--- src/rtl/cpu_control_unit.sv ---
// rtl/cpu_control_unit.sv - fetch/decode/execute sequencer for the 8-bit MCU.
// Optional illegal-opcode trap enabled by defining CU_ILLEGAL_TRAP_EN.
module cpu_control_unit #(
  parameter logic [7:0] TRAP_VECTOR = 8'hF0
) (
  input  logic       clk,
  input  logic       reset,
  input  logic       run,
  input  logic [7:0] instr_in,
  input  logic       zero_flag,
  output logic       load_pc,
  output logic       inc_pc,
  output logic [7:0] pc_in,
  output logic [7:0] ir_out,
  output logic [7:0] operand_out,
  output logic       acc_load,
  output logic [1:0] alu_op,
  output logic       halted,
  output logic       illegal
);

`ifdef CU_ILLEGAL_TRAP_EN
  localparam logic TRAP_EN = 1'b1;
`else
  localparam logic TRAP_EN = 1'b0;
`endif

  typedef enum logic [2:0] {
    S_IDLE, S_FETCH, S_DECODE, S_OPERAND, S_EXECUTE, S_HALT
  } state_t;

  state_t     state_q, state_d;
  logic [7:0] ir_q, ir_d;
  logic [7:0] operand_q, operand_d;
  logic [7:0] pc_in_q, pc_in_d;
  logic       inc_pc_q, inc_pc_d;
  logic       acc_load_q, acc_load_d;
  logic [1:0] alu_op_q, alu_op_d;
  logic       jmp_q, jmp_d;
  logic       jz_q, jz_d;
  logic       jnz_q, jnz_d;
  logic       halted_q, halted_d;
  logic       illegal_q, illegal_d;
  logic       trap_d;
  logic [3:0] op_d;

  // Outputs are computed from the next state so they are registered yet line up with that state.
  always_comb begin
    state_d   = state_q;
    ir_d      = ir_q;
    operand_d = operand_q;
    case (state_q)
      S_IDLE:    if (run) state_d = S_FETCH;
      S_FETCH: begin
        ir_d    = instr_in;
        state_d = S_DECODE;
      end
      S_DECODE: begin
        case (ir_q[7:4])
          4'd0:                         state_d = S_FETCH;
          4'd1, 4'd2, 4'd3, 4'd4, 4'd5,
          4'd6:                         state_d = S_OPERAND;
          4'd7:                         state_d = S_HALT;
          default:                      state_d = S_FETCH;
        endcase
      end
      S_OPERAND: begin
        operand_d = instr_in;
        state_d   = S_EXECUTE;
      end
      S_EXECUTE: state_d = S_FETCH;
      S_HALT:    state_d = S_HALT;
      default:   state_d = S_IDLE;
    endcase

    op_d       = ir_d[7:4];
    trap_d     = TRAP_EN && (state_d == S_DECODE) && (op_d >= 4'd8);
    inc_pc_d   = (state_d == S_FETCH) || (state_d == S_OPERAND);
    acc_load_d = (state_d == S_EXECUTE) && (op_d >= 4'd1) && (op_d <= 4'd3);
    alu_op_d   = 2'b00;
    if (acc_load_d && op_d == 4'd2) alu_op_d = 2'b01;
    if (acc_load_d && op_d == 4'd3) alu_op_d = 2'b10;
    jmp_d      = ((state_d == S_EXECUTE) && (op_d == 4'd4)) || trap_d;
    jz_d       = (state_d == S_EXECUTE) && (op_d == 4'd5);
    jnz_d      = (state_d == S_EXECUTE) && (op_d == 4'd6);
    halted_d   = (state_d == S_HALT);
    pc_in_d    = trap_d ? TRAP_VECTOR : operand_d;
    illegal_d  = illegal_q | trap_d;
  end

  always_ff @(posedge clk or negedge reset) begin
    if (!reset) begin
      state_q    <= S_IDLE;
      ir_q       <= 8'h00;
      operand_q  <= 8'h00;
      pc_in_q    <= 8'h00;
      inc_pc_q   <= 1'b0;
      acc_load_q <= 1'b0;
      alu_op_q   <= 2'b00;
      jmp_q      <= 1'b0;
      jz_q       <= 1'b0;
      jnz_q      <= 1'b0;
      halted_q   <= 1'b0;
      illegal_q  <= 1'b0;
    end else begin
      state_q    <= state_d;
      ir_q       <= ir_d;
      operand_q  <= operand_d;
      pc_in_q    <= pc_in_d;
      inc_pc_q   <= inc_pc_d;
      acc_load_q <= acc_load_d;
      alu_op_q   <= alu_op_d;
      jmp_q      <= jmp_d;
      jz_q       <= jz_d;
      jnz_q      <= jnz_d;
      halted_q   <= halted_d;
      illegal_q  <= illegal_d;
    end
  end

  // Conditional jumps resolve against the live zero flag during EXECUTE.
  assign load_pc     = jmp_q | (jz_q & zero_flag) | (jnz_q & ~zero_flag);
  assign inc_pc      = inc_pc_q;
  assign pc_in       = pc_in_q;
  assign ir_out      = ir_q;
  assign operand_out = operand_q;
  assign acc_load    = acc_load_q;
  assign alu_op      = alu_op_q;
  assign halted      = halted_q;
  assign illegal     = illegal_q;

endmodule

--- config.mk ---
export PLATFORM = sky130hd
export DESIGN_NAME = cpu_control_unit
export DESIGN_NICKNAME = d
export VERILOG_FILES = /design/src/rtl/cpu_control_unit.sv
export SDC_FILE = /design/constraint.sdc
export NUM_CORES = 1
export LEC_CHECK = 0
export CAP_MARGIN = 20
export CORE_MARGIN = 5
export CORE_UTILIZATION = 47
export CTS_CLUSTER_SIZE = 10
export DETAILED_ROUTE_END_ITERATION = 10
export GPL_TIMING_DRIVEN = 0
export PLACE_DENSITY_LB_ADDON = 0.1
export SYNTH_ARGS = -nofsm -noshare
export SYNTH_HDL_FRONTEND = slang
export SYNTH_SLANG_ARGS = --single-unit
--- constraint.sdc ---
create_clock -name clk -period 2.05 [get_ports clk]
set_input_delay 0.3075 -clock clk [delete_from_list [all_inputs] [get_ports clk]]
set_output_delay 0.3075 -clock clk [all_outputs]
set_load 0.03 [all_outputs]
==> metrics.yaml, run 1 <==
outcome:
  status: "completed"
grt:
  use_met2: 0.2779
  grt_pass1_wl_mm: 4.347
  grtUsageTotal: 0.1612
  grt_busiest_layer: "met2"
  grt_pass1_vias: 988
  grt-ovfl-total: 0
  grt_use_met3: 0.05451
  met1_usage: 0.1788
  grt_max_degree: 19
  antenna_found_initial: 0
clock_tree:
  cts_setup_buffers: 0
  h-tree-depth: 1
  ctsResizeCount: 0
  clkLatencyLatePin_ns: 0.33
  path_clk_slew_ns: 0.14
  ctsHoldBuffers: 0
  cts.sinks: 27
  clk_path_buf_depth: 2
  cts-root-buf: "clkbuf_4"
  tritoncts: "done"
  numCtsBuffers: 3
sta:
  slew-limit-headroom: 0.6421
  maxSlewViolCount: 0
  layout_min_cycle_time_ns: 1.965
  hold_violations: 0
  rsz0062_at_grt: "no"
  fin_tns_setup_ns: 0
  worst_pin_slew_ns: 0.5352
  hold_ws_ns: 0.3074
  setup_violations: 0
  fmax_ghz: 0.5088
  finClkSkew_ns: 0.004322
  period_share: 0.9587
detailed_routing:
  drc: 0
  drt-initial-drc-count: 9
  viasPerCell: 5.178
  wire_per_inst_um: 15.05
  drt_wl_total_mm: 2.544
  ant_nets: 0
  vias: 875
  first_pass_iters: 3
yosys:
  yosysSeqAreaShare: 0.5493
  synth_top_cell_by_area: "dfrtp_1"
  ys_ff_latch: 27
  synthCells: 93
  synth_fp_nets: 105
  synthAdderAreaFrac: 0
  syn_area_per_cell_um2: 13.23
  ys_warn_count: 0
  synth.top_cell.area_share: 0.5493
  synth_top_family_by_area: "multiplexers"
  synth_area_um2: 1230
  synth_cell_types: 26
  synthMuxAreaShare: 0.1628
  synth-simple-area-share: 0.1526
  ys_top_cells_by_area: "dfrtp_1 55%, mux2_2 15%, buf_4 6.1%"
  synth-xor-area-share: 0
  synth-compound-area-share: 0.05290
worst_setup_path:
  r2r_cells: 4
  endpoint_kind: "output port"
  setup.worst_path.start_class: "primary input"
  required_ns: 1.74
  path_class: "in2out"
  crit_fanout: 2
  crit_arrival_ns: 1.66
place:
  post-dp-hpwl_mm: 1.969
  gp_congestion: 0.6532
  io_buffer_count: 41
layout:
  synthToLayoutAreaGrowth_pct: 40.79
  finalNetCount: 152
  final_util: 0.6927
  fillCellCount: 193
  multiInputGateArea_um2: 456.7
  regArea_um2: 675.6
  layout-drive-gt1-share: 0.2590
  n_antenna_cell: 0
die:
  num_rows: 18
  core_area_um2: 2500
  initial_core_util: 0.4920
  boundaryPins: 43
  die_w_um: 61.16
  die_y_um: 61.16
  die_area_um2: 3740
pwr:
  p_leak_nw: 0.7520
  p_comb_frac: 0.618
  seq_power_share: 0.306
  power_density_nw_per_um2: 1769
  ir_drop_v: 0.001306
  power.switching_w: 0.001299
  p_total_w: 0.003064
  swShare: 0.4240
  p_clk_frac: 0.076
  internal_power_w: 0.001765
run:
  drv_cap: 0
hold_path:
  min_path_type: "in2async"
-- path summary, 6_finish.rpt --
path / from / to / slack [ns]
worst min register to register: ir_out[2]$_DFFE_PN0P_ / ir_out[2]$_DFFE_PN0P_ / 0.53
worst max register to register: state_q[1]$_DFF_PN0_ / ir_out[4]$_DFF_PN0_ / 0.45
worst min-delay path: reset / halted$_DFF_PN0_ / 0.31
worst max-delay path: zero_flag / load_pc / 0.08
min in group clk: ir_out[2]$_DFFE_PN0P_ / ir_out[2]$_DFFE_PN0P_ / 0.53
max in group asynchronous: reset / ir_out[4]$_DFF_PN0_ / 1.28
-- cell type report --
cell class,count,area share
multi-input combinational,54,0.2637
tap,30,0.02168
sequential,27,0.3902
buffer,12,0.05636
timing repair buffer,42,0.2529
clock buffer,4,0.01517
-- cells by family (layout without fill, tap and decap cells) --
| logic type | count (synthesis) | count (layout) |
|---|---|---|
| compound gates | 10 | 10 |
| simple gates | 25 | 25 |
| buf+inv | 12 | 58 |
| mux | 18 | 18 |
| other cells | 1 | 1 |
| flops | 27 | 27 |
-- critical path: stages --
cell and delay (ns):
clkdlybuf4s50_1 0.48, nor2b_1 0.05, a211o_1 0.22, clkdlybuf4s50_1 0.59
-- through the flow --
step	instances	instance area, um^2	setup slack [ns]
final	169	1732	0.08471
after floorplan	93	1230	0.6453
after CTS	169	1732	0.07556
after detailed placement	165	1705	0.08386
after global routing	169	1732	0.05049
after global placement	164	1678	0.1170
-- power by group through the flow --
stage	clock [W]	combinational, W	sequential (W)
2_1_floorplan	0	0.000874	0.00128
3_3_place_gp	0	0.00186	0.000933
3_5_place_dp	0	0.00191	0.000953
4_1_cts	0.000238	0.00192	0.000942
5_1_grt	0.000256	0.00201	0.000976
6_report	0.000233	0.00189	0.000937
-- layer usage --
metal	up-vias	share of wire
met4	0	0.022
met2	28	0.52
met5	-	0
met1	430	0.38
met3	5	0.083
li1	412	-
-- cell usage in the layout, fill, tap and decap left out, types with 2 or more instances in the layout --
| cell type | instances |
|---|---|
| clkdlybuf4s50_1 | 41 |
| nor2b_1 | 4 |
| clkbuf_4 | 3 |
| nor2_1 | 3 |
| nand3_1 | 2 |
| mux2i_1 | 2 |
| o21bai_1 | 2 |
| buf_4 | 10 |
| mux2_2 | 16 |
| or3b_1 | 2 |
| a21oi_1 | 4 |
| buf_6 | 2 |
| nand2b_1 | 2 |
| nand3b_1 | 3 |
| or3_1 | 2 |
| dfrtp_1 | 27 |
-- cells in the mapped netlist --
cell type,count
or3b_1,2
and3b_1,1
conb_1,1
a31o_2,1
or3_4,1
nand3b_1,3
nand3_1,2
nor3b_4,1
nor2b_1,4
a211o_1,1
dfrtp_1,27
a21oi_1,4
mux2i_1,2
nor2_1,3
o31ai_1,1
o21ai_0,1
buf_4,10
nand2_1,1
nand3b_4,1
nand2b_1,2
or3_1,2
nand4b_1,1
mux2_2,16
nor3_1,1
buf_6,2
o21bai_1,2
-- flip-flops by register name (all words and copies together) (netlist names) --
signal	cells
ir_out	8
pc_in	8
state_q	3
alu_op	2
acc_load	1
halted	1
inc_pc	1
jmp_q	1
jnz_q	1
jz_q	1
(Power assumes the default switching activity.)
==> run 2: changes to the inputs <==
Settings changed: CORE_MARGIN 5 to unset.
==> run 2 against run 1 <==
Effect of this change:
- critical path depth is the same
- global-route usage grew 1.7 points
- sequential power shrank 0.4%
- clock power shrank 2%
- register-to-register slack gained 0.07 ns
- final cell count is the same
- sequential cell count is the same
- design area shrank 0.72%
- critical endpoint unchanged
- largest cell class unchanged
- highest routed layer unchanged
==> metrics.yaml, run 2 (synthesis gave the netlist of run 1 again) <==
outcome:
  status: "completed"
worst_setup_path:
  cpMostUsedCell: "clkdlybuf4s50_1"
  path_class: "in2out"
  r2r_start: "state_q[1]$_DFF_PN0_"
  cp_slowest_stage_delay_ns: 0.59
  setup.worst_path.start_class: "primary input"
  endpoint_kind: "output port"
  startpoint: "zero_flag"
  cpMaxStageDelayCell: "clkdlybuf4s50_1"
  cp_top_family: "buffers and inverters"
  crit_arrival_ns: 1.64
  path_cells: "clkdlybuf4s50_1, nor2b_1, a211o_1, clkdlybuf4s50_1"
  path_buf_inv: 2
  required_ns: 1.74
  crit_fanout: 2
sta:
  maxSlewViolCount: 0
  period_share: 0.9503
  worst_pin_slew_ns: 0.6783
  hold_violations: 0
  fmax_ghz: 0.5133
  slew-limit-headroom: 0.5464
  rsz0062_at_grt: "no"
  fin_tns_setup_ns: 0
  finClkSkew_ns: 0.005145
  setup_violations: 0
  hold_ws_ns: 0.3743
  layout_min_cycle_time_ns: 1.948
clock_tree:
  h-tree-depth: 1
  tritoncts: "done"
  cts-root-buf: "clkbuf_4"
  clkLatencyLatePin_ns: 0.32
  cts.sinks: 27
  path_clk_slew_ns: 0.14
  ctsResizeCount: 0
  cts_setup_buffers: 0
  ctsHoldBuffers: 0
  clk_path_buf_depth: 2
  numCtsBuffers: 3
detailed_routing:
  viasPerCell: 5.024
  drt_wl_total_mm: 2.205
  ant_nets: 0
  vias: 849
  drc: 0
  wire_per_inst_um: 13.05
  first_pass_iters: 4
  drt-initial-drc-count: 7
run:
  drv_cap: 0
layout:
  n_antenna_cell: 0
  finalNetCount: 152
  regArea_um2: 675.6
  synthToLayoutAreaGrowth_pct: 39.78
  final_common_cell: "clkdlybuf4s50_1"
  fillCellCount: 217
  mostFrequentLayoutCells: "41 x clkdlybuf4s50_1, 27 x dfrtp_1, 16 x mux2_2"
  layout-drive-gt1-share: 0.2590
  multiInputGateArea_um2: 456.7
  final_util: 0.6939
  final_cells: 169
grt:
  antenna_found_initial: 0
  grt_pass1_vias: 789
  grt_max_degree: 15
  grtUsageTotal: 0.1783
  grt_pass1_wl_mm: 3.560
  grt-ovfl-total: 0
die:
  core_area_um2: 2477
  num_rows: 18
  boundaryPins: 43
  initial_core_util: 0.4965
  die_area_um2: 2825
  die_w_um: 53.16
  die_y_um: 53.16
pwr:
  p_leak_nw: 0.7468
  power_density_nw_per_um2: 1768
  p_total_w: 0.003040
  ir_drop_v: 0.001388
place:
  io_buffer_count: 41
  post-dp-hpwl_mm: 1.663
  dp_cells: 165
  gp_congestion: 0.7405
hold_path:
  min_path_type: "in2async"
==> run 2: cell counts in the layout (fill, tap and decap cells not counted) <==
Identical to the previous run, type by type.
==> run 2: worst reg2reg max path: stages (launching register included) <==
cell and delay [ns]:
dfrtp_1 0.38, buf_4 0.16, nor3b_4 0.36, buf_6 0.20, mux2_2 0.33
==> run 2: cell type report <==
type                            instances  area share
Tap cell                               30     0.02183
Multi-Input combinational cell         54      0.2656
Sequential cell                        27      0.3930
Clock buffer                            4     0.01528
Timing Repair Buffer                   42      0.2475
Buffer                                 12     0.05677
==> run 2: per-layer routing <==
metal  vias up  wire length (um)  GRT usage  share of wire
met4         0                27    0.07895          0.012
met1       409               911     0.2069           0.41
met3         4               119    0.04310          0.054
met2        25              1147     0.3080           0.52
met5         -                 0          0              0
li1        411                 -          -              -
==> run 2: metrics by stage <==
step / instance area [um^2] / setup slack (ns)
floorplan: 1230 / 0.6453
global placement: 1678 / 0.1213
detailed placement: 1693 / 0.09280
CTS: 1719 / 0.08628
global route: 1719 / 0.05580
finish: 1719 / 0.1020
==> run 2: final timing paths <==
check                      cells after the start                    end  slack (ns)
setup / recovery                               4                load_pc        0.10
hold / removal                                 1    alu_op[1]$_DFF_PN0_        0.37
max in group asynchronous                      2  ir_out[0]$_DFFE_PN0P_        1.15
hold reg to reg                                1  ir_out[1]$_DFFE_PN0P_        0.52
min in group clk                               1  ir_out[1]$_DFFE_PN0P_        0.52
setup reg to reg                               4    ir_out[7]$_DFF_PN0_        0.52
==> run 2: power breakdown <==
group / internal (W) / leakage (nW) / switching (W) / total (W)
clock network: 0.0000762 / 0.0150 / 0.000152 / 0.000228
logic: 0.000939 / 0.397 / 0.000940 / 0.00188
registers: 0.000746 / 0.335 / 0.000187 / 0.000933
total: 0.00176 / 0.747 / 0.00128 / 0.00304
